## config.mk

```make
export PLATFORM = sky130hd
export DESIGN_NAME = add3_sched
export DESIGN_NICKNAME = d
export VERILOG_FILES = /design/src/rtl/add3_sched.sv
export SDC_FILE = /design/constraint.sdc
export NUM_CORES = 1
export LEC_CHECK = 0
export ABC_AREA = 1
export CORE_AREA = 4 4 214 216
export DETAILED_ROUTE_END_ITERATION = 10
export DIE_AREA = 0 0 218 220
export DONT_BUFFER_PORTS = 1
export PLACE_DENSITY_LB_ADDON = 0.12
export SLEW_MARGIN = 30
export SYNTH_ARGS = -nofsm -noshare
export SYNTH_HDL_FRONTEND = slang
export SYNTH_SLANG_ARGS = --single-unit
```

## constraint.sdc

```tcl
create_clock -name i_clk -period 3.06 [get_ports i_clk]
set_input_delay 0.153 -clock i_clk [delete_from_list [all_inputs] [get_ports i_clk]]
set_output_delay 0.153 -clock i_clk [all_outputs]
set_load 0.03 [all_outputs]
```

## src/rtl/add3_sched.sv

```systemverilog
// Round-robin scheduler sharing one external three-input adder among N_REQ requesters.
// Response 2*LATENCY+1 edges after accept, one accept per cycle, no response backpressure.
module add3_sched #(
  parameter int N_REQ   = 4,
  parameter int LATENCY = 3,
  parameter int WIDTH   = 32
) (
  input  logic                               i_clk,
  input  logic                               i_rst,
  input  logic [N_REQ-1:0]                   i_req_valid,
  output logic [N_REQ-1:0]                   o_req_ready,
  input  logic [N_REQ*WIDTH-1:0]             i_req_a,
  input  logic [N_REQ*WIDTH-1:0]             i_req_b,
  input  logic [N_REQ*WIDTH-1:0]             i_req_c,
  output logic [WIDTH-1:0]                   o_add_a,
  output logic [WIDTH-1:0]                   o_add_b,
  output logic [WIDTH-1:0]                   o_add_c,
  input  logic [WIDTH-1:0]                   i_add_q,
  output logic                               o_rsp_valid,
  output logic [$clog2(N_REQ)-1:0]           o_rsp_id,
  output logic [WIDTH-1:0]                   o_rsp_q,
  output logic [$clog2(2*LATENCY+2)-1:0]     o_inflight
);

  localparam int ID_W  = $clog2(N_REQ);
  localparam int IW1   = ID_W + 1;
  localparam int DEPTH = 2 * LATENCY;
  localparam int CNT_W = $clog2(2 * LATENCY + 2);

  typedef struct packed {
    logic            vld;
    logic [ID_W-1:0] id;
  } tag_t;

  logic [ID_W-1:0]          ptr_q, ptr_d;
  logic [WIDTH-1:0]         add_a_q, add_a_d;
  logic [WIDTH-1:0]         add_b_q, add_b_d;
  logic [WIDTH-1:0]         add_c_q, add_c_d;
  tag_t                     acc_q, acc_d;
  tag_t [DEPTH-1:0]         tag_q, tag_d;
  logic                     rsp_vld_q, rsp_vld_d;
  logic [ID_W-1:0]          rsp_id_q, rsp_id_d;
  logic [WIDTH-1:0]         rsp_q_q, rsp_q_d;
  logic [CNT_W-1:0]         inflight_q, inflight_d;

  logic                     gnt_vld;
  logic [ID_W-1:0]          gnt_idx;
  logic [IW1-1:0]           scan_idx;
  logic [WIDTH-1:0]         sel_a, sel_b, sel_c;
  logic                     rsp_fire;

  // Scan upward from the pointer with wrap; first valid requester wins.
  always_comb begin
    gnt_vld  = 1'b0;
    gnt_idx  = '0;
    scan_idx = '0;
    for (int off = 0; off < N_REQ; off++) begin
      scan_idx = {1'b0, ptr_q} + IW1'(off);
      if (scan_idx >= IW1'(N_REQ)) begin
        scan_idx = scan_idx - IW1'(N_REQ);
      end
      if (!gnt_vld && i_req_valid[scan_idx[ID_W-1:0]]) begin
        gnt_vld = 1'b1;
        gnt_idx = scan_idx[ID_W-1:0];
      end
    end
    if (i_rst) begin
      gnt_vld = 1'b0;
    end
  end

  assign o_req_ready = gnt_vld ? (N_REQ'(1) << gnt_idx) : '0;

  always_comb begin
    sel_a = '0;
    sel_b = '0;
    sel_c = '0;
    for (int k = 0; k < N_REQ; k++) begin
      sel_a = sel_a | ({WIDTH{o_req_ready[k]}} & i_req_a[k*WIDTH +: WIDTH]);
      sel_b = sel_b | ({WIDTH{o_req_ready[k]}} & i_req_b[k*WIDTH +: WIDTH]);
      sel_c = sel_c | ({WIDTH{o_req_ready[k]}} & i_req_c[k*WIDTH +: WIDTH]);
    end
  end

  assign rsp_fire = tag_q[DEPTH-1].vld;

  always_comb begin
    ptr_d      = ptr_q;
    add_a_d    = add_a_q;
    add_b_d    = add_b_q;
    add_c_d    = add_c_q;
    acc_d      = '0;
    tag_d      = {tag_q[DEPTH-2:0], acc_q};
    rsp_vld_d  = rsp_fire;
    rsp_id_d   = rsp_id_q;
    rsp_q_d    = rsp_q_q;
    inflight_d = inflight_q;

    if (gnt_vld) begin
      ptr_d     = (gnt_idx == ID_W'(N_REQ - 1)) ? '0 : gnt_idx + ID_W'(1);
      add_a_d   = sel_a;
      add_b_d   = sel_b;
      add_c_d   = sel_c;
      acc_d.vld = 1'b1;
      acc_d.id  = gnt_idx;
    end

    // The operand register is stage zero, so the tag trails it by one slot.
    if (rsp_fire) begin
      rsp_id_d = tag_q[DEPTH-1].id;
      rsp_q_d  = i_add_q;
    end

    case ({gnt_vld, rsp_fire})
      2'b10:   inflight_d = inflight_q + CNT_W'(1);
      2'b01:   inflight_d = inflight_q - CNT_W'(1);
      default: inflight_d = inflight_q;
    endcase
  end

  always_ff @(posedge i_clk) begin
    if (i_rst) begin
      ptr_q      <= '0;
      add_a_q    <= '0;
      add_b_q    <= '0;
      add_c_q    <= '0;
      acc_q      <= '0;
      tag_q      <= '0;
      rsp_vld_q  <= 1'b0;
      rsp_id_q   <= '0;
      rsp_q_q    <= '0;
      inflight_q <= '0;
    end else begin
      ptr_q      <= ptr_d;
      add_a_q    <= add_a_d;
      add_b_q    <= add_b_d;
      add_c_q    <= add_c_d;
      acc_q      <= acc_d;
      tag_q      <= tag_d;
      rsp_vld_q  <= rsp_vld_d;
      rsp_id_q   <= rsp_id_d;
      rsp_q_q    <= rsp_q_d;
      inflight_q <= inflight_d;
    end
  end

  assign o_add_a     = add_a_q;
  assign o_add_b     = add_b_q;
  assign o_add_c     = add_c_q;
  assign o_rsp_valid = rsp_vld_q;
  assign o_rsp_id    = rsp_id_q;
  assign o_rsp_q     = rsp_q_q;
  assign o_inflight  = inflight_q;

endmodule

```

==> impl_results.md <==
- Routed WL: between 40000 and 50000 microns
- Proportion of layout cells with a drive suffix above 1: 7.54%
- Gr usage total: around 15%
- Critical path required time: roughly 3.4 ns
- Finished Layout Cells: approximately 2.1k
- DIE HEIGHT: roughly 220 microns
- MaxCap Viol Count: 0
- Status: complete, no violations
- Async S/R FF share, synth: 0%
- Fin util: roughly 29%
- Worst hold margin: 0.000174 ns
- Mean area per synthesized cell: 6.69 sq um
- Least-Margin Pin Slew: between 0.8 and 0.9 ns
- Cells after synthesis: around 1.3k
- PwrDens: roughly 1200 mW/mm^2
- Via count: roughly 9.7k
- WP data arrival: about 3.3 ns
- Grt ovf: 0
- Most frequent cells in the layout: nor2_1, inv_1, dlygate4sd3_1, dfxtp_1, a22o_1
- CTS buffer count: 17
- Post-synth EDFFs: 0
- Area Growth Syn to Fin: 43.4%
- Most common cell after layout, fill and taps aside: nor2_1
- Initial core utilization: approximately a fifth
- DRC: 0
- Synth Flop Type: dfxtp_1
- Placed cells: about 1.9k
- Max IR drop VDD: between 500 and 600 uV
- Critical path class: reg -> reg
- Final setup vio count: 0
- Cell area after synthesis: 0.00899 sq mm
- Post-Layout Inst Area: around 0.013 sq mm
- Maximum clock insertion buffer count: 2
- Total of flip-flops plus latches after synthesis: 157
- Die footprint: about 0.048 sq mm
- Critical path cell sequence: buf_4, nand2_1, nand3_2, nand2_2, nor2_4, buf_4, nand4_1, nand2_2, inv_2, ha_4, buf_16, a22o_1, inv_1, o2111ai_1, nor2_1, nor2_1, dlygate4sd3_1
- HPWL after DPL: roughly 27000 microns
- Pleak: a little over 0.006 uW
- Crit-path max cell delay: about 0.56 ns
- Wire length per cell: approximately 20 microns
- Vias per inst: 4.53
- Yosys top cell area share: between 30% and 40%
- Number of nets with antenna violations after routing: 0
- Synthesis Warnings: 0
- Hold Crit Class: in -> reg
- Type of origin of the critical path: flip-flop
- Floorplan row count: 77
- Vias in the first global route: between 9k and 10k
- Root buffer selected by CTS: clkbuf_16
- Routability cong.: between 0.7 and 0.8
- Fmax: 336 MHz
- First-pass GRT wire length: about 56000 microns
- Initial antenna violation count: 6
- Tcrit/Tclk final: between 90% and 100%
- Clk_skew: 0.0114 ns
- Post-synthesis sequential area ratio: around a third
- Max FO, Critical Path: 16
- Post-DP Area: between 0.009 and 0.01 sq mm
- Fin crit period: slightly below 3 ns
- Detailed Route Iter0 Violations: 403
- Buffers on Ports: 0
- Relative slew slack: around two fifths
- RSZ-0062 raised after global routing: true
- Htree depth: 4
- Fillers: approximately 4.8k
- Crit-path slowest cell: dlygate4sd3_1
- Leading area contributor after synthesis: dfxtp_1
- Core Area: ~0.044 sq mm
- Fin. Hold Viols: 0
- TritonRoute pass-1 iters: 4
- CTS tree: built
- Number of library cell types mapped by synthesis: 29
- I/O pins: between 500 and 600
- Clk_lat worst skew: around 0.48 ns
- Worst-path clk slew: around 0.07 ns
- Die span in x: approximately 220 microns
- Ranking of synthesized cells by area: dfxtp_1, nor2_1, inv_1
- Final count of pins violating max slew: 0
- Clock sinks: approximately 160
- Nets@finish: ~2.0k
- Largest net degree at the start of global routing: 118
- Setup TNS: 0 ns
- Net count of the mapped netlist: 1773
- Crit path capture type: flip-flop
[final timing paths]
kind	start	to	slack, ns	cells after the start
worst max-delay path	ptr_q[0]$_SDFFE_PP0P_	o_add_c[14]$_SDFFE_PP0P_	0.09	17
worst min register to register	tag_d[8]$_SDFF_PP0_	tag_d[11]$_SDFF_PP0_	0.39	2
worst min-delay path	i_req_c[89]	o_add_c[25]$_SDFFE_PP0P_	0.0002	4
worst max register to register	ptr_q[0]$_SDFFE_PP0P_	o_add_c[14]$_SDFFE_PP0P_	0.09	17
[final cells by class]
class / count / area [sq um] / share of cell area, %
Antenna cell: 4 / 10.0 / 0.0776
Clock buffer: 17 / 425 / 3.30
Clock inverter: 15 / 166 / 1.29
Inverter: 327 / 1240 / 9.60
Multi-Input combinational cell: 766 / 4210 / 32.6
Sequential cell: 157 / 3150 / 24.4
Tap cell: 592 / 741 / 5.75
Timing Repair Buffer: 270 / 2950 / 22.9
[synth_stat cells, types with 2 or more instances]
library cell and count:
a21oi_1 5, a22o_1 96, buf_1 7, buf_2 10
buf_4 5, buf_6 12, clkbuf_1 59, clkbuf_2 2
clkinv_1 2, dfxtp_1 157, ha_1 5, inv_1 321
inv_2 3, nand2_1 30, nand2_2 2, nand3_1 6
nand3_4 2, nand4_1 2, nor2_1 382, o2111ai_1 96
o21ai_0 74, o21ai_1 60
[state kept, by name (all words and copies together), names as in the netlist]
signal	cells
acc_q	3
o_add_a	32
o_add_b	32
o_add_c	32
o_inflight	3
o_rsp_id	2
o_rsp_q	32
o_rsp_valid	1
ptr_q	2
rsp_fire	1
tag_d	15
tag_q	2
[cell families after synthesis]
logic type               share of synthesized area, %
AND/OR/NAND/NOR                                  18.5
buffers and inverters                            19.0
AO/OA/AOI/OAI                                    26.6
flip-flops                                       35.0
adder cells (fa/ha/maj)                         0.918
[routing by layer]
| layer | global-route usage (%) | part of all wire, % |
|---|---|---|
| met1 | 16.9 | 39 |
| met2 | 26.6 | 49 |
| met3 | 6.27 | 9.2 |
| met4 | 6.17 | 2.6 |
| met5 | 0 | 0.054 |
[worst max-delay path: cells and delay by family (launching register included)]
kind            cells  cell delay (ns)
flops               1             0.39
fa+ha+maj           1             0.20
compound gates      2             0.32
simple gates        8             0.82
buf+inv             6             1.10
[power by group]
part / switching [uW] / internal, uW / total, uW
registers: 1860 / 2730 / 4600
clock network: 1090 / 1090 / 2180
logic: 4810 / 3890 / 8700
total: 7760 / 7720 / 15500
[repair_timing]
item / CTS / global route
endpoints found under the hold margin: 150 / 0
pin swaps: 0 / 18
setup buffers: 0 / 20
resized for setup: 6 / 28
gates cloned: 1 / 8
hold buffers: 228 / 0
setup endpoints to repair: 3 / 33
[per-stage QoR]
step | power (uW) | setup slack, ns
global route | 16500 | -0.102
floorplan | 8980 | 0.253
finish | 15500 | 0.0859
detailed placement | 11300 | 0.260
CTS | 14300 | 0.0167
global placement | 11300 | 0.255
(Power assumes the default switching activity.)
